### src/rtl/fetch_stage.sv
// Instruction fetch stage: owns the PC, keeps one request in flight to instruction memory,
// and presents instruction/PC pairs to decode through an output register plus a one-entry skid buffer.
//
// state | meaning
// ISSUE | no request outstanding; issue one at pc when the skid buffer is empty
// WAIT  | request outstanding; the response belongs to pc
// DROP  | request outstanding but stale after a redirect; its response is discarded
module fetch_stage #(
  parameter logic [31:0] RESET_PC = 32'h1eceb000
) (
  input  logic        clk,
  input  logic        rst,
  output logic [31:0] imem_addr,
  output logic [3:0]  imem_rmask,
  input  logic [31:0] imem_rdata,
  input  logic        imem_resp,
  input  logic        stall,
  input  logic        redirect_valid,
  input  logic [31:0] redirect_pc,
  output logic        id_valid,
  output logic [31:0] id_pc,
  output logic [31:0] id_instr
);

  typedef enum logic [1:0] {
    S_ISSUE = 2'd0,
    S_WAIT  = 2'd1,
    S_DROP  = 2'd2
  } state_t;

  state_t      state_q, state_d;
  logic [31:0] pc_q, pc_d;
  logic        out_valid_q, out_valid_d;
  logic [31:0] out_pc_q, out_pc_d;
  logic [31:0] out_instr_q, out_instr_d;
  logic        buf_valid_q, buf_valid_d;
  logic [31:0] buf_pc_q, buf_pc_d;
  logic [31:0] buf_instr_q, buf_instr_d;
  logic        slot_free;

  always_ff @(posedge clk or posedge rst) begin
    if (rst) begin
      state_q     <= S_ISSUE;
      pc_q        <= RESET_PC;
      out_valid_q <= 1'b0;
      out_pc_q    <= 32'h0;
      out_instr_q <= 32'h0;
      buf_valid_q <= 1'b0;
      buf_pc_q    <= 32'h0;
      buf_instr_q <= 32'h0;
    end else begin
      state_q     <= state_d;
      pc_q        <= pc_d;
      out_valid_q <= out_valid_d;
      out_pc_q    <= out_pc_d;
      out_instr_q <= out_instr_d;
      buf_valid_q <= buf_valid_d;
      buf_pc_q    <= buf_pc_d;
      buf_instr_q <= buf_instr_d;
    end
  end

  always_comb begin
    state_d     = state_q;
    pc_d        = pc_q;
    out_valid_d = out_valid_q;
    out_pc_d    = out_pc_q;
    out_instr_d = out_instr_q;
    buf_valid_d = buf_valid_q;
    buf_pc_d    = buf_pc_q;
    buf_instr_d = buf_instr_q;
    imem_rmask  = 4'h0;

    slot_free = !out_valid_q || !stall;

    if (out_valid_q && !stall) begin
      out_valid_d = 1'b0;
    end

    // Drain first so a response landing this same cycle refills the buffer.
    if (slot_free && buf_valid_q) begin
      out_valid_d = 1'b1;
      out_pc_d    = buf_pc_q;
      out_instr_d = buf_instr_q;
      buf_valid_d = 1'b0;
    end

    case (state_q)
      S_ISSUE: begin
        if (!rst && !redirect_valid && !buf_valid_q) begin
          imem_rmask = 4'hF;
          state_d    = S_WAIT;
        end
      end
      S_WAIT: begin
        if (imem_resp) begin
          state_d = S_ISSUE;
          pc_d    = pc_q + 32'd4;
          if (slot_free && !buf_valid_q) begin
            out_valid_d = 1'b1;
            out_pc_d    = pc_q;
            out_instr_d = imem_rdata;
          end else begin
            buf_valid_d = 1'b1;
            buf_pc_d    = pc_q;
            buf_instr_d = imem_rdata;
          end
        end
      end
      S_DROP: begin
        if (imem_resp) begin
          state_d = S_ISSUE;
        end
      end
      default: state_d = S_ISSUE;
    endcase

    // Redirect wins over stall and response; a request still in flight becomes stale.
    if (redirect_valid) begin
      out_valid_d = 1'b0;
      buf_valid_d = 1'b0;
      pc_d        = redirect_pc;
      if (state_q == S_WAIT) begin
        state_d = imem_resp ? S_ISSUE : S_DROP;
      end
    end
  end

  assign imem_addr = pc_q;
  assign id_valid  = out_valid_q;
  assign id_pc     = out_pc_q;
  assign id_instr  = out_instr_q;

endmodule
### config.mk
export PLATFORM = sky130hd
export DESIGN_NAME = fetch_stage
export DESIGN_NICKNAME = d
export VERILOG_FILES = /design/src/rtl/fetch_stage.sv
export SDC_FILE = /design/constraint.sdc
export NUM_CORES = 1
export LEC_CHECK = 0
export CELL_PAD_IN_SITES_DETAIL_PLACEMENT = 0
export CELL_PAD_IN_SITES_GLOBAL_PLACEMENT = 1
export CORE_MARGIN = 4
export CORE_UTILIZATION = 39
export DETAILED_ROUTE_END_ITERATION = 7
export HOLD_SLACK_MARGIN = 0.15
export PLACE_DENSITY = 0.9
export REMOVE_ABC_BUFFERS = 1
export SYNTH_ARGS = -nofsm -noshare
export SYNTH_HDL_FRONTEND = slang
export SYNTH_SLANG_ARGS = --single-unit
export TNS_END_PERCENT = 50
### constraint.sdc
create_clock -name clk -period 6.81 [get_ports clk]
set_input_delay 0.681 -clock clk [delete_from_list [all_inputs] [get_ports clk]]
set_output_delay 0.681 -clock clk [all_outputs]
set_load 0.02 [all_outputs]
==> flow_summary.ini, run 1 <==
[sta]
fin_setup_tns_ns = 0
hold_slack_ns = 0.507
slew_headroom_pct = 29.0
finalCritPeriodShare_pct = 50.4
hold_viol = 0
clock.fmax_mhz = 291
maxSlewViolCount = 0
tightest_slew_ns = 1.06
min_period_ns = 3.43
finalSetupViolCount = 0
clock_skew_ns = 0.0105
rsz0062_at_grt = no

[yosys]
synth-edff-count = 0
ys_async_sr_fraction_pct = 100
yosysTopAreaCellShare_pct = 51.7
syn_area_um2 = 7360
ys_ff_latch = 164
yosysSeqAreaShare_pct = 55.9
yosysMostFrequentCell = dfrtp_1
synth_top_cell_by_area = dfrtp_1
netlist_top_cells_count = dfrtp_1 (152), nor2_1 (82), a21oi_1 (68), mux2i_1 (65), mux2_2 (62)
ys.warnings.count = 0
syn_avg_cell_area_um2 = 11.2
synth_ff_type = dfrtp_1
syn_inst = 655
synth_cell_types = 38
synthTopCellsByArea = dfrtp_1 (52%), mux2_2 (9.5%), mux2i_1 (8.8%)

[critical_path]
worstSetupPathType = input port to output port
crit_path_end_kind = output port
worstPathArrival_ns = 2.75
cp.required_ns = 6.13
crit_path_start_kind = input port
cp_max_fo = 41

[final_layout]
drive_gt1_share_pct = 14.3
num_antenna_cells = 0
finalNetCount = 877
stdcell_count = 1046
synthToLayoutAreaGrowth_pct = 33.8
final_util_pct = 53.9

[global_route]
grtUsageMet2_pct = 26.5
grt_use_met1_pct = 24.5
grt_pass1_vias = 5529
top_usage_layer = met2
antenna_found_initial = 0
grt_max_degree = 104
overflow = 0
grtUsageTotal_pct = 17.5
grt_pass1_wl_mm = 30.2
grtUsageMet3_pct = 5.76

[cts]
cts_buffers = 17
clock_sinks = 164
cts_resized = 0
clock_latency_ns = 0.42
root_buffer = clkbuf_16
hold_buffers = 0
cts_tree = done
clk_pin_slew_ns = 0.06
cts_setup_buffers = 0
ctsHtreeMaxLevel = 4
cts.path.max_buffers = 2

[placement]
dp.cells = 1014
dp_hpwl_mm = 12.2
routabilityCongestion = 0.780
portBuffers = 169

[drt]
vias = 5450
drt_wl_total_mm = 18.3
drtIter0Drc = 280
detail_route.first_pass.iterations = 4
antenna_left = 0
wire_per_inst_um = 17.5
drc = 0
via_per_inst = 5.21

[power_and_ir_drop]
seqPwrFrac_pct = 40.1
peakVddDrop_uv = 198
clockPowerShare_pct = 26.2
internal_power_mw = 2.59
p_switching_mw = 1.26
power_frac_comb_pct = 33.7
switching_share_pct = 32.8
powerDensity_nw_per_um2 = 391
total_leakage_power_nw = 3.98

[die]
start_util_pct = 40.3
core_area_um2 = 18300
io_pins = 170
die_h_um = 145
dieArea_um2 = 21100
dieWidth_um = 145
fp-row-count = 49

[worst_hold_path]
hp-class = flip-flop to flip-flop

[job]
cap_violations = 0

[run_status]
status = finished clean
==> power by group through the flow <==
stage                     Clock [mW]  Combinational (mW)  Sequential (mW)
after floorplan                    0               0.474             1.77
after detailed placement           0                1.31             1.56
after global routing            1.08                1.40             1.59
final                           1.01                1.30             1.54
after global placement             0                1.28             1.55
after CTS                       1.03                1.31             1.55
==> state kept, by name, indices dropped and copies added, names as in the netlist <==
| name | count |
|---|---|
| buf_instr_q | 32 |
| buf_pc_q | 32 |
| buf_valid_q | 1 |
| id_instr | 32 |
| id_pc | 32 |
| id_valid | 1 |
| imem_addr | 32 |
| state_q | 2 |
==> path summary, 6_finish.rpt <==
path / startpoint / slack (ns) / end / cells past startpoint
worst min-delay path: buf_pc_q[28]$_DFFE_PP0P_ / 0.51 / buf_pc_q[28]$_DFFE_PP0P_ / 1
worst min register to register: buf_pc_q[28]$_DFFE_PP0P_ / 0.51 / buf_pc_q[28]$_DFFE_PP0P_ / 1
worst max register to register: state_q[1]$_DFF_PP0_ / 3.99 / buf_pc_q[30]$_DFFE_PP0P_ / 6
max in group asynchronous: rst / 4.60 / buf_instr_q[29]$_DFFE_PP0P_ / 3
min in group asynchronous: rst / 0.88 / id_pc[8]$_DFF_PP0_ / 2
worst max-delay path: redirect_valid / 3.38 / imem_rmask[1] / 4
==> metal layers <==
metal	vias up	part of all wire, %
li1	2654	-
met1	2631	47
met2	150	46
met3	15	6.3
met4	0	1.1
met5	-	0
==> logic make-up (layout without fill, tap and decap cells) <==
kind of cell,after synthesis,count (layout),share of synthesized area (%)
and+or+nand+nor,172,172,11.4
DFF,164,164,55.9
muxes,127,127,18.3
AOI/OAI and AO/OA,124,124,9.42
buffers and inverters,53,215,2.92
xor gates and xnor gates,11,11,1.31
adders and majority gates,4,4,0.680
==> layout by cell type (no fill, tap or decap), drive strengths merged, types with 2 or more instances in the layout <==
| cell | count |
|---|---|
| clkdlybuf4s50 | 169 |
| dfrtp | 152 |
| nor2 | 82 |
| a21oi | 68 |
| mux2i | 65 |
| mux2 | 62 |
| nand2 | 28 |
| o21ai | 21 |
| or4 | 20 |
| clkbuf | 19 |
| o31ai | 14 |
| a31oi | 14 |
| nand3 | 14 |
| inv | 14 |
| dfstp | 12 |
| nand4 | 12 |
| xnor2 | 6 |
| xor2 | 5 |
| buf | 5 |
| ha | 4 |
| and4 | 3 |
| o211ai | 3 |
| or3 | 3 |
| bufinv | 3 |
| clkinv | 3 |
| and2 | 2 |
| nor3 | 2 |
| nor4 | 2 |
| clkinvlp | 2 |
==> per-stage QoR <==
| stage | power, mW | instance area, um^2 | worst slack [ns] |
|---|---|---|---|
| after detailed placement | 2.87 | 9230 | 3.36 |
| final | 3.85 | 9850 | 3.38 |
| after global placement | 2.83 | 9230 | 3.40 |
| after CTS | 3.89 | 9850 | 3.33 |
| after global routing | 4.07 | 9850 | 3.20 |
| after floorplan | 2.24 | 7180 | -1.34 |
==> critical path: stages <==
cell             delay [ns]
clkdlybuf4s50_1        0.40
buf_4                  0.26
nor4b_1                0.66
clkdlybuf4s50_1        0.74
==> area by class of cell <==
type / instances / area (um^2)
repair buffers: 174 / 1730
clock buffers: 19 / 453
multi-input cells: 438 / 3050
fillers: 1621 / 8420
well taps: 229 / 287
clock inverters: 13 / 168
flip-flops and latches: 164 / 4120
inverters: 9 / 38.8
(Power assumes the default switching activity.)
==> inputs of run 2 (changes only) <==
==> constraint.sdc (replaced) <==
create_clock -name clk -period 3.32 [get_ports clk]
set_input_delay 0.332 -clock clk [delete_from_list [all_inputs] [get_ports clk]]
set_output_delay 0.332 -clock clk [all_outputs]
set_load 0.02 [all_outputs]
==> flow_summary.ini, run 2 (synthesis results as in run 1) <==
[drt]
drt_wl_total_mm = 18.0
detail_route.first_pass.iterations = 5
drc = 0
vias = 5492
drtIter0Drc = 325
wire_per_inst_um = 17.2
antenna_left = 0
via_per_inst = 5.23

[final_layout]
finalNetCount = 881
synthToLayoutAreaGrowth_pct = 34.6
final_area_um2 = 9910
drive_gt1_share_pct = 14.5
final_common_cell = clkdlybuf4s50_1
final_cell_mix = clkdlybuf4s50_1 (169), dfrtp_1 (152), nor2_1 (81)

[die]
core_area_um2 = 18300
dieWidth_um = 145
start_util_pct = 40.3
die_h_um = 145
fp-row-count = 49
dieArea_um2 = 21100
io_pins = 170

[run_status]
status = finished clean

[cts]
cts_buffers = 17
clock_latency_ns = 0.42
cts_tree = done
clk_pin_slew_ns = 0.07
cts.path.max_buffers = 2
ctsHtreeMaxLevel = 4
clock_sinks = 164
cts_resized = 0
root_buffer = clkbuf_16
hold_buffers = 0
cts_setup_buffers = 0

[critical_path]
critPathMaxStageDelay_ns = 0.74
worstPathArrival_ns = 2.38
rr_startpoint = state_q[1]$_DFF_PP0_
reg2reg_setup_slack_ns = 0.82
crit_path_start_kind = flip-flop
crit_end = imem_rmask[1]
crit_start = state_q[1]$_DFF_PP0_
cp.required_ns = 2.99
crit_cells = 4
critPathSlowestCell = clkdlybuf4s50_1
crit_path_end_kind = output port
r2r-end = imem_addr[25]$_DFFE_PP1N_
crit_chain = inv_1 > ha_1 > nor4b_1 > clkdlybuf4s50_1
cp_top_family = buffers and inverters
r2r_cells = 6
cp_num_buf_inv = 2
cp_max_fo = 5
worstSetupPathType = flip-flop to output port

[placement]
portBuffers = 169
routabilityCongestion = 0.749
dp_hpwl_mm = 12.3
dpl-instance-area_um2 = 9300

[job]
cap_violations = 0

[global_route]
overflow = 0
antenna_found_initial = 0
grt_max_degree = 89
grt_pass1_vias = 5508
grt_pass1_wl_mm = 29.9
grtUsageTotal_pct = 17.3

[sta]
slew_headroom_pct = 37.6
tightest_slew_ns = 0.935
finalCritPeriodShare_pct = 81.6
rsz0062_at_grt = no
hold_slack_ns = 0.445
clock.fmax_mhz = 369
clock_skew_ns = 0.0107
min_period_ns = 2.71
finalSetupViolCount = 0
maxSlewViolCount = 0
hold_viol = 0

[power_and_ir_drop]
powerDensity_nw_per_um2 = 796
peakVddDrop_uv = 377
p_total_mw = 7.88
total_leakage_power_nw = 4.01

[worst_hold_path]
hp-class = input port to asynchronous set/reset pin
## run 2: changes by cell type in the layout (fill, tap and decap cells not counted), sizes merged
cell	change
clkbuf	-1
clkinv	+2
inv	-3
buf	+4
bufinv	+1
diode	+1
## run 2: worst min-delay path by stage
stage	cells past startpoint	end	from	slack, ns
CTS	3	imem_addr[26]$_DFFE_PP1N_	redirect_pc[26]	0.44
floorplan	1	buf_valid_q$_DFF_PP0_	redirect_valid	0.40
global placement	1	buf_instr_q[28]$_DFFE_PP0P_	buf_instr_q[28]$_DFFE_PP0P_	0.49
detailed placement	1	buf_instr_q[28]$_DFFE_PP0P_	buf_instr_q[28]$_DFFE_PP0P_	0.50
global route	3	imem_addr[27]$_DFFE_PP1N_	redirect_pc[27]	0.44
finish	2	buf_valid_q$_DFF_PP0_	rst	0.44
## run 2: area by class of cell
type                       count  area (um^2)
antenna                        1         2.50
clock buffer                  18          429
sequential                   164         4120
tap                          229          287
timing repair buffer         178         1800
fill                        1615         8360
inverter                       9         38.8
clock inverter                13          181
multi-input combinational    438         3050
## run 2: metal layers
metal  vias to the layer above  part of all wire, %  global-route usage (%)  wire (um)
met5                         -                    0                       0          0
met1                      2669                   48                    24.3       8750
met3                        15                  5.2                    4.55        945
li1                       2659                    -                       -          -
met4                         0                  1.0                    4.56        180
met2                       149                   45                    26.7       8170
## run 2: worst register-to-register path: cells and delay by family (launching register included)
kind                     cells  cell delay, ns
buffers and inverters        1            0.09
AO/OA/AOI/OAI                1            0.21
AND/OR/NAND/NOR              3            1.38
flip-flops                   1            0.40
adder cells (fa/ha/maj)      1            0.34
## run 2: stage by stage
step / TNS, ns / std cells / util, % / setup slack, ns
2_1_floorplan: -567.39 / 611 / - / -4.68
3_3_place_gp: 0 / 1018 / 50.9 / 0.697
4_1_cts: 0 / 1049 / 54.2 / 0.542
6_report: 0 / 1050 / 54.2 / 0.612
3_5_place_dp: 0 / 1018 / 50.9 / 0.678
5_1_grt: 0 / 1049 / 54.2 / 0.424
## run 2: where the power goes
group          switching, mW  internal (mW)  total, mW  leakage, nW
Clock                  0.798           1.25       2.05        0.296
Combinational           1.31           1.36       2.67         1.71
Sequential             0.440           2.72       3.16         2.00
==> inputs of run 3 (changes only) <==
==> constraint.sdc (replaced) <==
create_clock -name clk -period 2.7 [get_ports clk]
set_input_delay 0.27 -clock clk [delete_from_list [all_inputs] [get_ports clk]]
set_output_delay 0.27 -clock clk [all_outputs]
set_load 0.02 [all_outputs]
==> flow_summary.ini, run 3 (synthesis results as in run 1) <==
[global_route]
grt_max_degree = 89
overflow = 0
antenna_found_initial = 0
grt_pass1_wl_mm = 30.4
grt_pass1_vias = 5598
grtUsageTotal_pct = 17.6

[final_layout]
final_cell_mix = clkdlybuf4s50_1 (169), dfrtp_1 (152), nor2_1 (81)
synthToLayoutAreaGrowth_pct = 35.6
final_common_cell = clkdlybuf4s50_1
finalNetCount = 886
drive_gt1_share_pct = 15.0
num_antenna_cells = 0

[power_and_ir_drop]
power_frac_comb_pct = 34.2
internal_power_mw = 6.58
powerDensity_nw_per_um2 = 972
seqPwrFrac_pct = 39.9
total_leakage_power_nw = 4.04
clockPowerShare_pct = 25.9
peakVddDrop_uv = 476
switching_share_pct = 32.2
p_switching_mw = 3.12

[critical_path]
cp.required_ns = 3.04
cp_common_cell = or4_1
critPathSlowestCell = or4_1
cp_max_fo = 9
worstSetupPathType = flip-flop to flip-flop
crit_path_start_kind = flip-flop
crit_path_end_kind = flip-flop
critPathMaxStageDelay_ns = 0.72
worstPathArrival_ns = 2.80
crit_chain = inv_1 > ha_1 > nand4_4 > or4_1 > or4_1 > a31oi_1

[placement]
portBuffers = 169
routabilityCongestion = 0.754
dp_slack_ns = 0.265
dp_hpwl_mm = 12.5

[die]
die_h_um = 145
core_area_um2 = 18300
fp-row-count = 49
dieArea_um2 = 21100
io_pins = 170
dieWidth_um = 145
start_util_pct = 40.3

[drt]
detail_route.first_pass.iterations = 5
vias = 5498
drc = 0
wire_per_inst_um = 17.3
antenna_left = 0
via_per_inst = 5.22
drt_wl_total_mm = 18.3
drtIter0Drc = 322

[cts]
root_buffer = clkbuf_16
cts_buffers = 17
cts_setup_buffers = 0
clk_pin_slew_ns = 0.06
cts.path.max_buffers = 2
ctsHtreeMaxLevel = 4
cts_resized = 0
cts_tree = done
hold_buffers = 0
clock_sinks = 164
clock_latency_ns = 0.42

[sta]
hold_viol = 0
min_period_ns = 2.46
clock.fmax_mhz = 407
finalCritPeriodShare_pct = 91.1
slew_headroom_pct = 34.4
clock_skew_ns = 0.00704
tightest_slew_ns = 0.983
rsz0062_at_grt = no
fin_ws_ns = 0.241
finalSetupViolCount = 0
hold_slack_ns = 0.353
maxSlewViolCount = 0

[job]
cap_violations = 0

[run_status]
status = finished clean

[worst_hold_path]
hp-class = input port to asynchronous set/reset pin
## run 3: path summary, 6_finish.rpt
check                                              from                         to  slack (ns)  cells past startpoint
max in group asynchronous                           rst  imem_addr[12]$_DFFE_PP1N_        1.62                      3
worst max-delay path               state_q[1]$_DFF_PP0_  imem_addr[27]$_DFFE_PP1N_        0.24                      6
worst min-delay path                                rst      buf_valid_q$_DFF_PP0_        0.35                      2
worst max register to register     state_q[1]$_DFF_PP0_  imem_addr[27]$_DFFE_PP1N_        0.24                      6
worst min register to register  buf_pc_q[9]$_DFFE_PP0P_    buf_pc_q[9]$_DFFE_PP0P_        0.51                      1
min in group clk                        redirect_pc[13]  imem_addr[13]$_DFFE_PP1N_        0.39                      3
## run 3: critical path, delay by kind of cell, from the launching register on
kind	cells	cell delay (ns)
AOI/OAI and AO/OA	1	0.18
adders and majority gates	1	0.34
buffers and inverters	1	0.09
DFF	1	0.40
and+or+nand+nor	3	1.38
## run 3: area by class of cell
cell class / count / area (um^2)
Clock buffer: 18 / 429
Clock inverter: 13 / 181
Inverter: 9 / 38.8
Timing Repair Buffer: 183 / 1870
Multi-Input combinational cell: 438 / 3050
Fill cell: 1619 / 8290
Tap cell: 229 / 287
Sequential cell: 164 / 4120
## run 3: stage by stage
| step | instances | TNS, ns | total power, mW | util (%) | area (um^2) |
|---|---|---|---|---|---|
| final | 1054 | 0 | 9.70 | 54.6 | 9980 |
| after global routing | 1054 | 0 | 10.3 | 54.6 | 9980 |
| after CTS | 1054 | 0 | 9.83 | 54.6 | 9980 |
| after detailed placement | 1023 | 0 | 7.27 | 51.3 | 9370 |
| after global placement | 1023 | 0 | 7.17 | 51.3 | 9370 |
| after floorplan | 611 | -741.74 | 5.66 | - | 7180 |
## run 3: power by group through the flow
stage	registers, mW	clock network [mW]	logic, mW
finish	3.87	2.51	3.32
global placement	3.89	0	3.28
global route	4.00	2.68	3.60
floorplan	4.46	0	1.20
detailed placement	3.92	0	3.34
CTS	3.89	2.59	3.35
## run 3: layer usage
layer	vias up	share of wire, %	GRT usage (%)
met5	-	0	0
met4	0	0.44	4.75
met2	147	47	27.5
met1	2682	46	24.0
met3	4	6.6	5.61
li1	2665	-	-
==> patch: new RTL, settings of run 3 <==
Re-encode `state_t` (3 states) as one-hot, 3 bits wide.
--- a/src/rtl/fetch_stage.sv
+++ b/src/rtl/fetch_stage.sv
@@ -22,10 +22,10 @@
   output logic [31:0] id_instr
 );
 
-  typedef enum logic [1:0] {
-    S_ISSUE = 2'd0,
-    S_WAIT  = 2'd1,
-    S_DROP  = 2'd2
+  typedef enum logic [2:0] {
+    S_ISSUE = 3'b001,
+    S_WAIT  = 3'b010,
+    S_DROP  = 3'b100
   } state_t;
 
   state_t      state_q, state_d;
Function: same outputs for any inputs over 4 cycles, from zero or initial values and one cycle with rst high; so few cycles prove little.
==> patch against run 3 <==
Worst setup slack gained 0.013 ns; routed wire length grew 1.4%; power shrank 20%; design area grew 0.66%; sequential power shrank 18%; sequential cell count grew 1; die area grew 0.59%; sequential share of layout area is essentially flat; global-route usage shrank 0.065 points; area after synthesis grew 0.63%.
==> patch: results (changes against run 3) <==
** Outcome
- Run status :: finished clean

** Pwr
- Switching Share :: 0.297 (-0.0244)
- The leakage power of the design came to 0.00417 uW (+3.2%).

** Timing
- Layout Skew :: 0.0113 ns (+0.00425 ns)

** Setup path
- The largest fanout on the critical path came to 7 (-2).
- Kind of cell adding the most delay to the critical path :: buffers and inverters
- CP Data Arrival Time :: 2.18 ns (-0.62 ns)
- Largest stage delay, worst path :: 0.65 ns (-0.07 ns)

** Cells and area
- The count of placed standard cells in the final layout, fillers left out is 1068 (+1.3%).
- The share of post-route cells with drive strength above 1 came to 0.163 (+0.0128).
- The number of nets in the final layout was 891 (+0.56%).

** Detailed routing
- Average wire per cell in the routed design :: 17.4 um (+0.11%)
- Iteration count of the initial detailed-routing pass :: 4 (-1)
- Met2 WL post-DR :: 8590 um (-0.28%)
- The met3 wire length is 1190 um (-1.8%).
- The vias after detailed routing came to 5594 (+1.7%).

** Logic synthesis
- The cell count after synthesis is 659 (+0.61%).
- Yosys reg bits :: 165 (+0.61%)
- Top cells by area, synth :: dfrtp_1 (51%), mux2_2 (9.7%), mux2i_1 (8.8%)
- Sequential area share after synthesis :: 0.560 (about the same)
- Library cells used by synthesis :: 40 (+5.3%)

** Global route
- The total routing usage reported by global routing was 0.176 (-0.000646).
- GR Util met3 :: 0.0486 (-0.00747)
- The met1 track demand over resource came to 0.239 (-0.00127).
- The maximum number of pins on one net before global-route repair was 68 (-24%).
- Global-route track usage on met2 :: 0.272 (-0.00291)
- The first-pass GRT wire length is 30100 um (-1.0%).

** Placed design
- The cell area after placement was 9450 um^2 (+0.80%).
- Placed wire-length estimate :: 12700 um (+1.6%)
- Weighted congestion at the end of routability-driven global placement :: 0.790 (+4.7%)
- Cells after DPL :: 1035 (+1.2%)

** Clock network
- The post-cts hold buffer count came to 1 (+1).
## patch: cell count changes after synthesis, moves of 3 or more
cell / run 3 / this run
nor2_1: 82 / 77
o31ai_1: 14 / 7
nand2_1: 28 / 34
clkbuf_1: 30 / 33
a31oi_1: 14 / 8
o211ai_1: 3 / 12
o21ai_0: 21 / 15
nand3_1: 13 / 27
inv_1: 9 / 5
ha_1: 4 / 1
and4_1: 3 / 6
xnor2_1: 6 / 2
## patch: path summary, 6_finish.rpt
| kind | startpoint | cells past startpoint | slack, ns | end |
|---|---|---|---|---|
| hold / removal | rst | 2 | 0.34 | buf_pc_q[3] |
| setup reg to reg | imem_addr[3] | 5 | 0.42 | imem_addr[28] |
| max in group asynchronous | rst | 3 | 1.63 | id_instr[27] |
| hold reg to reg | buf_instr_q[18] | 1 | 0.51 | buf_instr_q[18] |
| min in group clk | redirect_pc[15] | 3 | 0.38 | imem_addr[15] |
| setup / recovery | state_q[1] | 4 | 0.25 | imem_rmask[2] |
## patch: cell families after synthesis
group | share of synthesized area
compound gates | 0.0868
mux | 0.185
xor+xnor | 0.00946
flops | 0.560
buf+inv | 0.0274
simple gates | 0.130
fa+ha+maj | 0.00169
## patch: power groups by stage
stage	combinational (uW)	sequential, uW	clock [uW]
6_report	2120	3180	2420
5_1_grt	2250	3250	2580
2_1_floorplan	505	3700	0
3_3_place_gp	2100	3220	0
4_1_cts	2140	3190	2480
3_5_place_dp	2130	3240	0
## patch: cell type report
type                       count  area share
clock buffer                  24      0.0489
clock inverter                 8     0.00971
multi-input combinational    444       0.307
tap                          234      0.0291
sequential                   165       0.413
timing repair buffer         188       0.190
inverter                       5     0.00237
## patch: per-stage QoR
step	util	TNS, ns
after CTS	0.537	0
after floorplan	-	-733.94
final	0.537	0
after detailed placement	0.505	0
after global routing	0.537	0
after global placement	0.505	0
